File: src/rtl/plab2_proc_alu_tdm_arbiter_if.sv
// Bundle of the two requester channels and the shared-ALU bus for the TDM ALU arbiter.
// master = requesters plus the shared ALU; slave = the arbiter.
interface plab2_proc_alu_tdm_arbiter_if #(
  parameter int p_nbits = 32
);

  // A transfer happens on a rising edge where val && rdy. The sender holds val and its
  // payload stable until the transfer; the receiver may raise or lower rdy freely.
  logic               req0_val;
  logic               req0_rdy;
  logic [3:0]         req0_fn;
  logic [p_nbits-1:0] req0_in0;
  logic [p_nbits-1:0] req0_in1;

  logic               req1_val;
  logic               req1_rdy;
  logic [3:0]         req1_fn;
  logic [p_nbits-1:0] req1_in0;
  logic [p_nbits-1:0] req1_in1;

  logic               resp0_val;
  logic               resp0_rdy;
  logic [p_nbits-1:0] resp0_out;

  logic               resp1_val;
  logic               resp1_rdy;
  logic [p_nbits-1:0] resp1_out;

  logic               alu_domain;
  logic [3:0]         alu_fn;
  logic [p_nbits-1:0] alu_in0;
  logic [p_nbits-1:0] alu_in1;
  logic [p_nbits-1:0] alu_out;

  modport master (
    output req0_val, req0_fn, req0_in0, req0_in1,
    input  req0_rdy,
    output req1_val, req1_fn, req1_in0, req1_in1,
    input  req1_rdy,
    input  resp0_val, resp0_out,
    output resp0_rdy,
    input  resp1_val, resp1_out,
    output resp1_rdy,
    input  alu_domain, alu_fn, alu_in0, alu_in1,
    output alu_out
  );

  modport slave (
    input  req0_val, req0_fn, req0_in0, req0_in1,
    output req0_rdy,
    input  req1_val, req1_fn, req1_in0, req1_in1,
    output req1_rdy,
    output resp0_val, resp0_out,
    input  resp0_rdy,
    output resp1_val, resp1_out,
    input  resp1_rdy,
    output alu_domain, alu_fn, alu_in0, alu_in1,
    input  alu_out
  );

endinterface

File: src/rtl/plab2_proc_alu_tdm_arbiter.sv
// Time-division arbiter sharing one combinational ALU between security domains 0 (L) and 1 (H).
// Optional build macro PLAB2_ALU_ARB_WORK_CONSERVING_EN lets the non-owner use idle owner slots.
module plab2_proc_alu_tdm_arbiter #(
  parameter  int p_nbits       = 32,
  parameter  int p_slot_cycles = 4,
  localparam int c_cw          = (p_slot_cycles > 1) ? $clog2(p_slot_cycles) : 1
) (
  input  logic            clk,
  input  logic            reset,
  plab2_proc_alu_tdm_arbiter_if.slave bus,
  output logic            dbg_owner,
  output logic [c_cw-1:0] dbg_slot_cnt
);

  localparam logic [c_cw-1:0] c_last = c_cw'(p_slot_cycles - 1);

  logic [c_cw-1:0]    slot_cnt;
  logic               owner;

  logic [1:0]         buf_val;
  logic [3:0]         buf_fn  [2];
  logic [p_nbits-1:0] buf_in0 [2];
  logic [p_nbits-1:0] buf_in1 [2];

  logic [1:0]         rsp_val;
  logic [p_nbits-1:0] rsp_out [2];

  logic [1:0]         req_val;
  logic [1:0]         req_rdy;
  logic [1:0]         req_fire;
  logic [1:0]         resp_rdy;
  logic [1:0]         resp_fire;
  logic [1:0]         can_issue;
  logic [1:0]         issue;
  logic [3:0]         req_fn  [2];
  logic [p_nbits-1:0] req_in0 [2];
  logic [p_nbits-1:0] req_in1 [2];
  logic               sel;

  assign req_val    = {bus.req1_val, bus.req0_val};
  assign resp_rdy   = {bus.resp1_rdy, bus.resp0_rdy};
  assign req_fn[0]  = bus.req0_fn;
  assign req_fn[1]  = bus.req1_fn;
  assign req_in0[0] = bus.req0_in0;
  assign req_in0[1] = bus.req1_in0;
  assign req_in1[0] = bus.req0_in1;
  assign req_in1[1] = bus.req1_in1;

  always_comb begin
    resp_fire = rsp_val & resp_rdy;
    can_issue = buf_val & (~rsp_val | resp_fire);
    issue     = 2'b00;
`ifdef PLAB2_ALU_ARB_WORK_CONSERVING_EN
    if (can_issue[owner])       issue[owner]  = 1'b1;
    else if (can_issue[!owner]) issue[!owner] = 1'b1;
`else
    // Only the slot owner may ever issue, so domain-0 timing never sees domain-1 state.
    issue[owner] = can_issue[owner];
`endif
    req_rdy  = ~buf_val | issue;
    req_fire = req_val & req_rdy;
    sel      = issue[1];
  end

  assign bus.req0_rdy  = req_rdy[0];
  assign bus.req1_rdy  = req_rdy[1];
  assign bus.resp0_val = rsp_val[0];
  assign bus.resp1_val = rsp_val[1];
  assign bus.resp0_out = rsp_out[0];
  assign bus.resp1_out = rsp_out[1];

  // Idle cycles drive zeros so no stale operand of either domain lingers on the shared wires.
  assign bus.alu_fn  = (|issue) ? buf_fn[sel]  : 4'd0;
  assign bus.alu_in0 = (|issue) ? buf_in0[sel] : '0;
  assign bus.alu_in1 = (|issue) ? buf_in1[sel] : '0;
`ifdef PLAB2_ALU_ARB_WORK_CONSERVING_EN
  assign bus.alu_domain = (|issue) ? sel : owner;
`else
  assign bus.alu_domain = owner;
`endif

  assign dbg_owner    = owner;
  assign dbg_slot_cnt = slot_cnt;

  always_ff @(posedge clk or negedge reset) begin
    if (!reset) begin
      slot_cnt <= '0;
      owner    <= 1'b0;
      buf_val  <= 2'b00;
      rsp_val  <= 2'b00;
      for (int d = 0; d < 2; d++) begin
        buf_fn[d]  <= 4'd0;
        buf_in0[d] <= '0;
        buf_in1[d] <= '0;
        rsp_out[d] <= '0;
      end
    end else begin
      // The schedule free-runs regardless of traffic.
      if (slot_cnt == c_last) begin
        slot_cnt <= '0;
        owner    <= ~owner;
      end else begin
        slot_cnt <= slot_cnt + 1'b1;
      end
      for (int d = 0; d < 2; d++) begin
        if (issue[d]) begin
          rsp_val[d] <= 1'b1;
          rsp_out[d] <= bus.alu_out;
        end else if (resp_fire[d]) begin
          rsp_val[d] <= 1'b0;
        end
        if (req_fire[d]) begin
          buf_val[d] <= 1'b1;
          buf_fn[d]  <= req_fn[d];
          buf_in0[d] <= req_in0[d];
          buf_in1[d] <= req_in1[d];
        end else if (issue[d]) begin
          buf_val[d] <= 1'b0;
        end
      end
    end
  end

endmodule
File: src/flat_wrapper.sv
// flat-port wrapper written by rule: the top's interface ports become plain ports
module plab2_proc_alu_tdm_arbiter_flat 
#(
  parameter  int p_nbits       = 32,
  parameter  int p_slot_cycles = 4,
  localparam int c_cw          = (p_slot_cycles > 1) ? $clog2(p_slot_cycles) : 1
)
  (clk, reset, dbg_owner, dbg_slot_cnt, bus_req0_val, bus_req0_fn, bus_req0_in0, bus_req0_in1, bus_req0_rdy, bus_req1_val, bus_req1_fn, bus_req1_in0, bus_req1_in1, bus_req1_rdy, bus_resp0_val, bus_resp0_out, bus_resp0_rdy, bus_resp1_val, bus_resp1_out, bus_resp1_rdy, bus_alu_domain, bus_alu_fn, bus_alu_in0, bus_alu_in1, bus_alu_out);
  plab2_proc_alu_tdm_arbiter_if #(.p_nbits(p_nbits)) bus_i ();
  input  logic clk;
  input  logic reset;
  output logic dbg_owner;
  output logic [c_cw-1:0] dbg_slot_cnt;
  input wire logic [$bits(bus_i.req0_val)-1:0] bus_req0_val;
  input wire logic [$bits(bus_i.req0_fn)-1:0] bus_req0_fn;
  input wire logic [$bits(bus_i.req0_in0)-1:0] bus_req0_in0;
  input wire logic [$bits(bus_i.req0_in1)-1:0] bus_req0_in1;
  output wire logic [$bits(bus_i.req0_rdy)-1:0] bus_req0_rdy;
  input wire logic [$bits(bus_i.req1_val)-1:0] bus_req1_val;
  input wire logic [$bits(bus_i.req1_fn)-1:0] bus_req1_fn;
  input wire logic [$bits(bus_i.req1_in0)-1:0] bus_req1_in0;
  input wire logic [$bits(bus_i.req1_in1)-1:0] bus_req1_in1;
  output wire logic [$bits(bus_i.req1_rdy)-1:0] bus_req1_rdy;
  output wire logic [$bits(bus_i.resp0_val)-1:0] bus_resp0_val;
  output wire logic [$bits(bus_i.resp0_out)-1:0] bus_resp0_out;
  input wire logic [$bits(bus_i.resp0_rdy)-1:0] bus_resp0_rdy;
  output wire logic [$bits(bus_i.resp1_val)-1:0] bus_resp1_val;
  output wire logic [$bits(bus_i.resp1_out)-1:0] bus_resp1_out;
  input wire logic [$bits(bus_i.resp1_rdy)-1:0] bus_resp1_rdy;
  output wire logic [$bits(bus_i.alu_domain)-1:0] bus_alu_domain;
  output wire logic [$bits(bus_i.alu_fn)-1:0] bus_alu_fn;
  output wire logic [$bits(bus_i.alu_in0)-1:0] bus_alu_in0;
  output wire logic [$bits(bus_i.alu_in1)-1:0] bus_alu_in1;
  input wire logic [$bits(bus_i.alu_out)-1:0] bus_alu_out;
  assign bus_i.req0_val = bus_req0_val;
  assign bus_i.req0_fn = bus_req0_fn;
  assign bus_i.req0_in0 = bus_req0_in0;
  assign bus_i.req0_in1 = bus_req0_in1;
  assign bus_req0_rdy = bus_i.req0_rdy;
  assign bus_i.req1_val = bus_req1_val;
  assign bus_i.req1_fn = bus_req1_fn;
  assign bus_i.req1_in0 = bus_req1_in0;
  assign bus_i.req1_in1 = bus_req1_in1;
  assign bus_req1_rdy = bus_i.req1_rdy;
  assign bus_resp0_val = bus_i.resp0_val;
  assign bus_resp0_out = bus_i.resp0_out;
  assign bus_i.resp0_rdy = bus_resp0_rdy;
  assign bus_resp1_val = bus_i.resp1_val;
  assign bus_resp1_out = bus_i.resp1_out;
  assign bus_i.resp1_rdy = bus_resp1_rdy;
  assign bus_alu_domain = bus_i.alu_domain;
  assign bus_alu_fn = bus_i.alu_fn;
  assign bus_alu_in0 = bus_i.alu_in0;
  assign bus_alu_in1 = bus_i.alu_in1;
  assign bus_i.alu_out = bus_alu_out;
  plab2_proc_alu_tdm_arbiter #(.p_nbits(p_nbits), .p_slot_cycles(p_slot_cycles)) u_core (.clk(clk), .reset(reset), .bus(bus_i), .dbg_owner(dbg_owner), .dbg_slot_cnt(dbg_slot_cnt));
endmodule
File: config.mk
export PLATFORM = sky130hd
export DESIGN_NAME = plab2_proc_alu_tdm_arbiter_flat
export DESIGN_NICKNAME = d
export VERILOG_FILES = /design/src/rtl/plab2_proc_alu_tdm_arbiter_if.sv /design/src/rtl/plab2_proc_alu_tdm_arbiter.sv /design/src/flat_wrapper.sv
export SDC_FILE = /design/constraint.sdc
export NUM_CORES = 1
export LEC_CHECK = 0
export BUFFER_PORTS_ARGS = -buffer_cell sky130_fd_sc_hd__buf_2
export CAP_MARGIN = 20
export CORE_ASPECT_RATIO = 0.8
export CORE_MARGIN = 2
export CORE_UTILIZATION = 40
export CTS_BUF_LIST = sky130_fd_sc_hd__clkbuf_8
export CTS_CLUSTER_DIAMETER = 200
export CTS_CLUSTER_SIZE = 8
export DETAILED_ROUTE_END_ITERATION = 6
export PLACE_DENSITY = 0.7
export SYNTH_ARGS = -nofsm -noshare
export SYNTH_HDL_FRONTEND = slang
export SYNTH_SLANG_ARGS = --single-unit
File: constraint.sdc
create_clock -name clk -period 2.1 [get_ports clk]
set_clock_uncertainty 0.05 [all_clocks]
set_input_delay 0.21 -clock clk [delete_from_list [all_inputs] [get_ports clk]]
set_output_delay 0.21 -clock clk [all_outputs]
set_load 0.005 [all_outputs]
======== Yosys cells after proc, flatten, opt, wreduce, memory -nomap -nowiden ========
Index checks and enable logic that the tools add are counted.
storage, ports and cells
  register bits after elaboration ......... 207
  latch bits .............................. 0
  memory bits (writable) .................. 0
  memory bits (read-only) ................. 0
  input bits .............................. 174
  output and inout bits ................... 140
  word-level logic and storage cells ...... 60
  memories kept ........................... 0
operators by class
  $add $sub $neg .......................... 1
  $mul .................................... 0
  divide/modulo/power cells ............... 0
  $lt $le $gt $ge ......................... 3
  equal/unequal tests ..................... 1
  shifts and indexed selects .............. 0
  multiplexer cells ....................... 25
  bitwise operators ....................... 10
  reduce and logical (&&, ||, !) cells .... 6
operators with widths
  operator             count
  $mux 32              8
  $mux 4               4
  $mux 1               11
  $and 2x2->2          4
  $reduce_bool 2->1    4
  $not 2->2            2
  $or 2x2->2           2
  $add 2x1->2 const B  1
  $eq 2x2->1 const B   1
  $ge 2x2->1 const B   1
  $lt 1x2->1 const B   1
  $mux 2               1
  $not 1->2            1
  $reduce_or 2->1      1
  $demux 1 s1          1
  $ge 1x1->1 const B   1
  $logic_and 1x1->1    1
  $not 1->1            1

======== Logic depth before layout (Yosys ltp) ========
Gate-level depths: netlist (run 1).
  depth after elaboration ................. 11
  depth in mapped cells ................... 5

======== Worst setup path after synthesis (run 1) ========
No wires, ideal clock.
  kind .................................... register -> register
  from .................................... register u_core.owner (netlist: u_core.bus.alu_domain)
  to ...................................... register u_core.buf_in1[43] (netlist name)
  data arrival time ....................... 1.382 ns
  slack ................................... 0.543 ns
  cell stages (with the launch flop) ...... 6
  clock period less this slack ............ 1.557 ns
  cells stage by stage .................... dfrtp_1 -> nand2b_1 -> o22ai_4 -> buf_6 -> buf_8 -> mux2_4
on the way
  cells in the longest elaborated chain, start to end .. 7
ends and longest elaborated chain
  what                                                            RTL line                           RTL
  start: declaration                                              plab2_proc_alu_tdm_arbiter.sv:18   logic owner;
  start signal: assignment                                        plab2_proc_alu_tdm_arbiter.sv:101  owner <= ~owner;
  $lt 1x2->1 (implied by the code) or $ge 1x1->1 (tied branches)  plab2_proc_alu_tdm_arbiter.sv:58   issue[owner] = can_issue[owner];
  $logic_and 1x1->1 (implied by the code)                         plab2_proc_alu_tdm_arbiter.sv:58
  $mux 1 (implied by the code)                                    plab2_proc_alu_tdm_arbiter.sv:58
  $demux 1 s1                                                     n/a
  $and 2x2->2 (no line) *                                         n/a
  $or 2x2->2 *                                                    plab2_proc_alu_tdm_arbiter.sv:60   req_rdy = ~buf_val | issue;
  $and 2x2->2 *                                                   plab2_proc_alu_tdm_arbiter.sv:61   req_fire = req_val & req_rdy;
  end signal: indexed assignment                                  plab2_proc_alu_tdm_arbiter.sv:116  buf_in1[d] <= req_in1[d];
  end: declaration                                                plab2_proc_alu_tdm_arbiter.sv:23   logic [p_nbits-1:0] buf_in1 [2];
Mark *: on every way between the ends. The rest lies on a longest branch, timed or not. The select of a mux whose other input is x is not followed.
A chain may end at the register's enable or synchronous reset.

======== Worst setup path in the final report (run 1) ========
  from .................................... register u_core.owner (netlist: u_core.bus.alu_domain)
  to ...................................... output port bus_alu_in1[21]
on the way
  cells in the longest elaborated chain, start to end .. 10
ends and longest elaborated chain
  what                                                            RTL line                          RTL
  $lt 1x2->1 (implied by the code) or $ge 1x1->1 (tied branches)  plab2_proc_alu_tdm_arbiter.sv:58
  $logic_and 1x1->1 (implied by the code)                         plab2_proc_alu_tdm_arbiter.sv:58
  $mux 1 (implied by the code)                                    plab2_proc_alu_tdm_arbiter.sv:58
  $demux 1 s1                                                     n/a
  $and 2x2->2 (no line) *                                         n/a
  $not 1->2 (implied by the code)                                 plab2_proc_alu_tdm_arbiter.sv:75  assign bus.alu_in1 = (|issue) ? buf_in1[sel] : '0;
  $mux 32 (implied by the code) (3 in series)                     plab2_proc_alu_tdm_arbiter.sv:75
  $mux 32 *                                                       plab2_proc_alu_tdm_arbiter.sv:75
  end: declaration                                                flat_wrapper.sv:33                output wire logic [$bits(bus_i.alu_in1)-1:0] bus_alu_in1;
Marked as above.

==> results of run 1 <==
flip-flops by register name, indices dropped and copies added (netlist names):
signal	cells
u_core.buf_in0	64
u_core.buf_in1	64
u_core.bus.resp0_out	32
u_core.bus.resp1_out	32
u_core.buf_fn	8
u_core.buf_val	2
u_core.dbg_slot_cnt	2
u_core.rsp_val	2
u_core.bus.alu_domain	1
worst max-delay path, stage by stage, from the launching register on:
cell      delay, ns
dfrtp_2        0.40
nand2b_4       0.15
nor2_4         0.13
buf_8          0.11
buf_12         0.10
buf_8          0.12
buf_16         0.12
a22o_1         0.14
buf_2          0.12
cell type report:
class,count,area share
timing repair buffer,533,0.3127
multi-input combinational,289,0.2366
sequential,207,0.3940
inverter,2,0.0005707
clock buffer,29,0.03034
tap,269,0.02559
clock inverter,1,0.0002854
cell families after synthesis:
family | after synthesis | share of synthesized area
xor gates and xnor gates | 1 | 0.001028
DFF | 207 | 0.6078
buffers and inverters | 38 | 0.03054
muxes | 200 | 0.2731
AOI/OAI and AO/OA | 72 | 0.07517
adders and majority gates | 1 | 0.001468
and+or+nand+nor | 15 | 0.01086
synth_stat cells, drive strengths merged:
cell	instances
a21o	1
a22o	68
and2b	1
buf	31
clkbuf	5
dfrtp	207
ha	1
inv	2
mux2	200
nand2	5
nand2b	5
nor2	3
nor2b	1
o21ai	1
o22ai	2
xor2	1
power by group through the flow:
stage | Combinational, µW | Sequential, µW | Clock (µW)
detailed placement | 1460 | 4930 | 0
finish | 1850 | 4890 | 2610
floorplan | 840 | 4860 | 0
global placement | 1420 | 4910 | 0
CTS | 1840 | 4860 | 2690
global route | 1980 | 4940 | 2880
stage by stage:
stage	util	power (µW)	cell area (µm²)	hold WS (ns)
6_report	0.6319	9342	13150	0.1862
5_1_grt	0.6319	9800	13150	0.1909
4_1_cts	0.6306	9389	13130	0.1479
3_5_place_dp	0.4987	6383	10380	0.1729
3_3_place_gp	0.4987	6326	10380	0.1760
2_1_floorplan	-	5698	8522	-0.1356
routing by layer:
metal  GRT usage  vias to the layer above
met5           0                        -
met4     0.05604                        0
met3     0.06213                       42
met2      0.3900                      297
met1      0.2959                     3301
li1            -                     3006
timing repair:
item | 4_1_cts | 5_1_grt
gates cloned | 13 | 2
hold endpoints to repair | 288 | 0
buffers inserted | 20 | 0
pin swaps | 2 | 12
hold buffers | 173 | 0
endpoints found under the setup margin | 69 | 69
gates resized for setup | 27 | 1
worst max-delay path by stage:
stage / end / startpoint / cells past startpoint
finish: bus_alu_in1[21] / u_core.bus.alu_domain$_DFFE_PN0P_ / 8
floorplan: u_core.buf_in1[43]$_DFFE_PN0P_ / u_core.bus.alu_domain$_DFFE_PN0P_ / 5
global placement: bus_alu_fn[0] / u_core.bus.alu_domain$_DFFE_PN0P_ / 5
detailed placement: bus_alu_fn[0] / u_core.bus.alu_domain$_DFFE_PN0P_ / 5
CTS: bus_alu_fn[1] / u_core.bus.alu_domain$_DFFE_PN0P_ / 8
global route: bus_alu_in1[21] / u_core.rsp_val[0]$_DFFE_PN0P_ / 8
cell usage in the layout, fill, tap and decap left out, types with 2 or more instances in the layout:
cell	Yosys	routed
inv_1	2	3
buf_4	9	17
mux2_2	180	180
nor2_4	1	2
buf_12	0	10
nand2b_1	5	4
clkbuf_16	0	2
bufbuf_16	0	3
buf_2	13	312
a22o_1	68	68
buf_8	2	4
o22ai_4	1	2
dfrtp_1	207	205
nand2_1	5	4
mux2_4	20	20
buf_16	0	9
dlygate4sd3_1	0	173
clkbuf_8	0	30
dfrtp_2	0	2
buf_6	6	2
==> flow_metrics.tcl, run 1 <==
set metrics [dict create \
    start_util 0.4094 \
    die_y_um 134.6 \
    final-setup-viol-count 45 \
    maxSlewHeadroom 0.6269 \
    status "finished with violations" \
    worst_pin_slew_ns 0.5597 \
    ios 314 \
    multi_input_area_um2 3112 \
    pwr-share-seq 0.523 \
    synth_top_cell_by_area "dfrtp_1" \
    slew_viol_final 0 \
    areaGrowthSynthToFinish_pct 54.35 \
    grt_max_degree 69 \
    post-place-ws_ns 0.3606 \
    layout-drive-gt1-share 0.5646 \
    grt_pass1_wl_mm 40.55 \
    grt_pass1_vias 7203 \
    cts.sinks 207 \
    routed_via_density 4.997 \
    gp_congestion 0.7355 \
    wl_met2_mm 12.64 \
    synth_warnings 0 \
    cts_tree "yes" \
    htreeDepth 1 \
    required_ns 1.84 \
    rows 47 \
    critical_path_arrival_ns 1.93 \
    yosys.area.top_type_share 0.6078 \
    dr_total_vias 6646 \
    diodes 0 \
    cp-end-kind "primary output" \
    syn_area_um2 8522 \
    r2r-end "u_core.buf_in1[34]$_DFFE_PN0P_" \
    fin_crit_sh 1.045 \
    grt_util_all_layers 0.2298 \
    numCtsBuffers 29 \
    synthCells 534 \
    drc 24 \
    hp-class "primary input to async pin" \
    dp_hpwl_mm 14.29 \
    path_class "flip-flop to primary output" \
    period_needed_ns 2.195 \
    topRoutingLayerUsed "met4" \
    rsz0062_at_grt "true" \
    p_switching_uw 2395 \
    rrSetupSlack_ns 0.18 \
    wl_mm 26.38 \
    path_clk_slew_ns 0.06 \
    dp.cells 1093 \
    fillers 1519 \
    critPathMaxFanout 6 \
    dieArea_um2 22500 \
    p_leak_uw 0.006239 \
    wl_met1_mm 11.03 \
    p_comb_frac 0.198 \
    fp.coreArea_um2 20820 \
    routed-wl-met3_mm 2.115 \
    nNetsFinal 1237 \
    timing.fmax_mhz 455.6 \
    internal_power_uw 6947 \
    clk_latency_ns 0.53 \
    ant_nets 0 \
    ys_types 23 \
    fin_cells 1330 \
    failed_checks "DRC, setup timing" \
    wl_per_cell_um 19.83 \
    grt_antenna_before_repair 0 \
    setup_tns_ns -1.989 \
    ys_ff_latch 207 \
    reg2reg_from "u_core.bus.alu_domain$_DFFE_PN0P_" \
    root_buffer "clkbuf_8" \
    r2r_cells 6 \
    p_per_area_nw_per_um2 710.2 \
    grt_overflow 0 \
    drt-initial-drc-count 357 \
    seqCellArea_um2 5182 \
    swShare 0.2564 \
    max_cap_viol_count 0 \
    hold_viol_final 0 \
    p_clk_frac 0.280 \
    cp-start-kind "flip-flop" \
    ir_worst_vdd_v 0.0004789 \
    drtPass1Iterations 6 \
    portBuffers 313 \
    layout_setup_ws_ns -0.09489 \
    synth_seq_area_share 0.6078 \
    syn-num-nets 709 \
    netlist_top_cells_area "dfrtp_1, mux2_2, a22o_1" \
    dieWidth_um 167.2 \
    cts_buffer_depth 3 \
    syn_area_per_cell_um2 15.96 \
]
Power figures use the tool's default switching activity.
==> inputs of run 2 (changes only) <==
- BUFFER_PORTS_ARGS: -buffer_cell sky130_fd_sc_hd__buf_2 -> default
- DONT_BUFFER_PORTS: default -> 1
- PLACE_DENSITY: 0.7 -> 0.57
- SKIP_LAST_GASP: default -> 1
==> flow_metrics.tcl, run 2 <==
set metrics [dict create \
    status "stopped before the end" \
    flow.stopped_at "4_1_cts" \
    tool.error "[ERROR RSZ-0060] Max buffer count reached." \
    dp_hpwl_mm 13.46 \
    htreeDepth 1 \
    yosys.area.top_type_share 0.6078 \
    synth_top_cell_by_area "dfrtp_1" \
    numCtsBuffers 29 \
    gp_congestion 0.7636 \
    netlist_top_cells_count "dfrtp_1, mux2_2, a22o_1, mux2_4, buf_2" \
    portBuffers 0 \
    rows 47 \
    syn_area_per_cell_um2 15.96 \
    synth_seq_area_share 0.6078 \
    ios 314 \
    async_flop_share 1.000 \
    synthAdderAreaFrac 0.001468 \
    netlist_top_cells_area "dfrtp_1, mux2_2, a22o_1" \
    syn-num-nets 709 \
    synth_edf_count 0 \
    die_y_um 134.6 \
    synth_warnings 0 \
    cts.sinks 207 \
    root_buffer "clkbuf_8" \
    hold_buffers 164 \
    synthMostInstantiatedCell "dfrtp_1" \
    synth_top_flop_cell "dfrtp_1" \
    synthSimpleGateAreaFrac 0.01086 \
    synthCells 534 \
    start_util 0.4094 \
    synth_compound_area_frac 0.07517 \
    synth-xor-area-share 0.001028 \
    cts_resized 22 \
    cts_buffer_depth 3 \
    ys_types 23 \
    muxShareOfSynthArea 0.2731 \
    ys_ff_latch 207 \
    syn_area_um2 8522 \
    post-cts-setup-buffer-count 6 \
    dieWidth_um 167.2 \
    synth_top_family_by_area "multiplexers" \
]
==> run 2: cell counts after synthesis <==
Identical to the previous run, type by type.
==> run 2: stage by stage <==
step                worst slack, ns  area, µm²  hold WS [ns]  cells  utilization
floorplan                    0.5433       8522       -0.1356    534            -
global placement             0.3044       8756       -0.1316    775       0.4206
detailed placement           0.2632       8756       -0.1316    775       0.4206
==> run 2: cell families after synthesis <==
group,count (synthesis)
DFF,207
muxes,200
AOI/OAI and AO/OA,72
buffers and inverters,38
and+or+nand+nor,15
xor gates and xnor gates,1
adders and majority gates,1
==> inputs of run 3 (changes only) <==
- CORE_ASPECT_RATIO: 0.8 -> default
- CORE_UTILIZATION: 40 -> 25
- CTS_BUF_LIST: sky130_fd_sc_hd__clkbuf_8 -> default
- CTS_CLUSTER_DIAMETER: 200 -> default
- CTS_CLUSTER_SIZE: 8 -> default
- PLACE_DENSITY: 0.57 -> default
- PLACE_DENSITY_LB_ADDON: default -> 0.15
==> flow_metrics.tcl, run 3 (synthesis gave the netlist of run 1 again) <==
set metrics [dict create \
    clk_latency_ns 0.51 \
    required_ns 1.84 \
    p_per_area_nw_per_um2 857.8 \
    max_cap_viol_count 0 \
    hp-class "primary input to async pin" \
    path_clk_slew_ns 0.05 \
    portBuffers 0 \
    rsz0062_at_grt "true" \
    wl_per_cell_um 21.01 \
    layout_commonest_cell "dfrtp_1" \
    final_core_util 0.3625 \
    dieWidth_um 188.6 \
    drc 0 \
    layout_setup_ws_ns -0.01473 \
    seqCellArea_um2 5182 \
    fin_cells 1198 \
    cts_buffer_depth 3 \
    placed_cell_area_um2 8992 \
    reg2reg_from "u_core.bus.alu_domain$_DFFE_PN0P_" \
    fp.coreArea_um2 33530 \
    diodes 0 \
    grt_util_all_layers 0.1330 \
    cts.sinks 207 \
    root_buffer "clkbuf_16" \
    routed_via_density 4.513 \
    hold_buffers 172 \
    grt_overflow 0 \
    cp-start-kind "flip-flop" \
    hold_slack_ns -0.6579 \
    critical_path_arrival_ns 1.85 \
    startpoint "u_core.bus.alu_domain$_DFFE_PN0P_" \
    hold_viol_final 207 \
    final_area_um2 12160 \
    dieArea_um2 35580 \
    critPathMaxFanout 8 \
    rows 67 \
    r2r_cells 7 \
    dp.cells 954 \
    r2r-end "u_core.bus.resp0_out[3]$_DFFE_PN0P_" \
    grt_pass1_wl_mm 36.74 \
    ant_nets 0 \
    drt-initial-drc-count 162 \
    gp_congestion 0.7003 \
    fin_crit_sh 1.007 \
    reg_top3 "u_core.buf_in0: 64 flops, u_core.buf_in1: 64 flops" \
    grt_max_degree 208 \
    start_util 0.2541 \
    slew_viol_final 0 \
    die_y_um 188.6 \
    htreeDepth 1 \
    nNetsFinal 908 \
    multi_input_area_um2 3246 \
    drtPass1Iterations 4 \
    status "finished with violations" \
    ir_worst_vdd_v 0.0007032 \
    areaGrowthSynthToFinish_pct 42.64 \
    maxSlewHeadroom 0.6327 \
    dr_total_vias 5407 \
    worst_pin_slew_ns 0.5452 \
    grt_antenna_before_repair 0 \
    period_needed_ns 2.115 \
    final_cell_mix "dfrtp_1, mux2_2, dlygate4sd3_1, a22o_1, clkbuf_16" \
    final-setup-viol-count 17 \
    cp-end-kind "primary output" \
    path_class "flip-flop to primary output" \
    p_leak_uw 0.005092 \
    wl_mm 25.17 \
    dp_hpwl_mm 14.16 \
    fillers 3201 \
    layout-drive-gt1-share 0.3973 \
    timing.fmax_mhz 472.9 \
    failed_checks "hold timing, setup timing" \
    ios 314 \
    grt_pass1_vias 6149 \
    cts_tree "yes" \
    rrSetupSlack_ns 0.12 \
    numCtsBuffers 25 \
]
## run 3: report_power, final
part           leakage [µW]  internal, µW  switching [µW]
combinational       0.00229           899             441
sequential          0.00241          4560             368
clock              0.000394          2550            1610
total               0.00509          8010            2420
## run 3: final cells by class
cell class,instances,area share
Clock buffer,40,0.06186
Clock inverter,4,0.003706
Inverter,2,0.0006176
Multi-Input combinational cell,289,0.2670
Sequential cell,207,0.4264
Tap cell,448,0.04611
Timing Repair Buffer,208,0.1943
## run 3: timing repair
action	in CTS	in global routing
endpoints found under the hold margin	411	207
resized for setup	28	10
gates cloned	9	5
pin swaps	7	17
setup endpoints to repair	69	68
buffers inserted	15	3
## run 3: worst max-delay path: stages (launching register included)
cell and delay, ns:
dfrtp_2 0.48, nand2b_4 0.18, nor2_4 0.12, buf_6 0.15, buf_12 0.12, buf_16 0.13, a22o_1 0.16
## run 3: how the worst max path moves through the flow
stage                                                       to  slack (ns)  cells past startpoint
after floorplan                 u_core.buf_in1[43]$_DFFE_PN0P_        0.54                      5
after global placement    u_core.bus.resp0_out[22]$_DFFE_PN0P_        0.31                      4
after detailed placement  u_core.bus.resp0_out[26]$_DFFE_PN0P_        0.26                      3
after CTS                                       bus_alu_in1[2]       -0.07                      6
after global routing                            bus_alu_in1[2]       -0.12                      6
final                                          bus_alu_in1[19]       -0.01                      6
## run 3: through the flow
step	TNS (ns)	setup WS [ns]	hold slack, ns	total power, µW
2_1_floorplan	0	0.5433	-0.1356	5698
3_3_place_gp	0	0.3107	-0.1307	5903
3_5_place_dp	0	0.2605	-0.1314	5961
4_1_cts	-2.816	-0.07081	-0.6910	10610
5_1_grt	-5.290	-0.1180	-0.6981	10940
6_report	-0.1290	-0.01473	-0.6579	10430
## run 3: metal layers
metal  wire length (µm)  share of wire  up-vias  GRT usage
met5                  0              0        -          0
met4                860          0.034        0    0.05078
met3               1590          0.063       45    0.03706
met2              12600           0.50      219     0.2339
met1              10120           0.40     2780     0.1533
li1                   -              -     2363          -
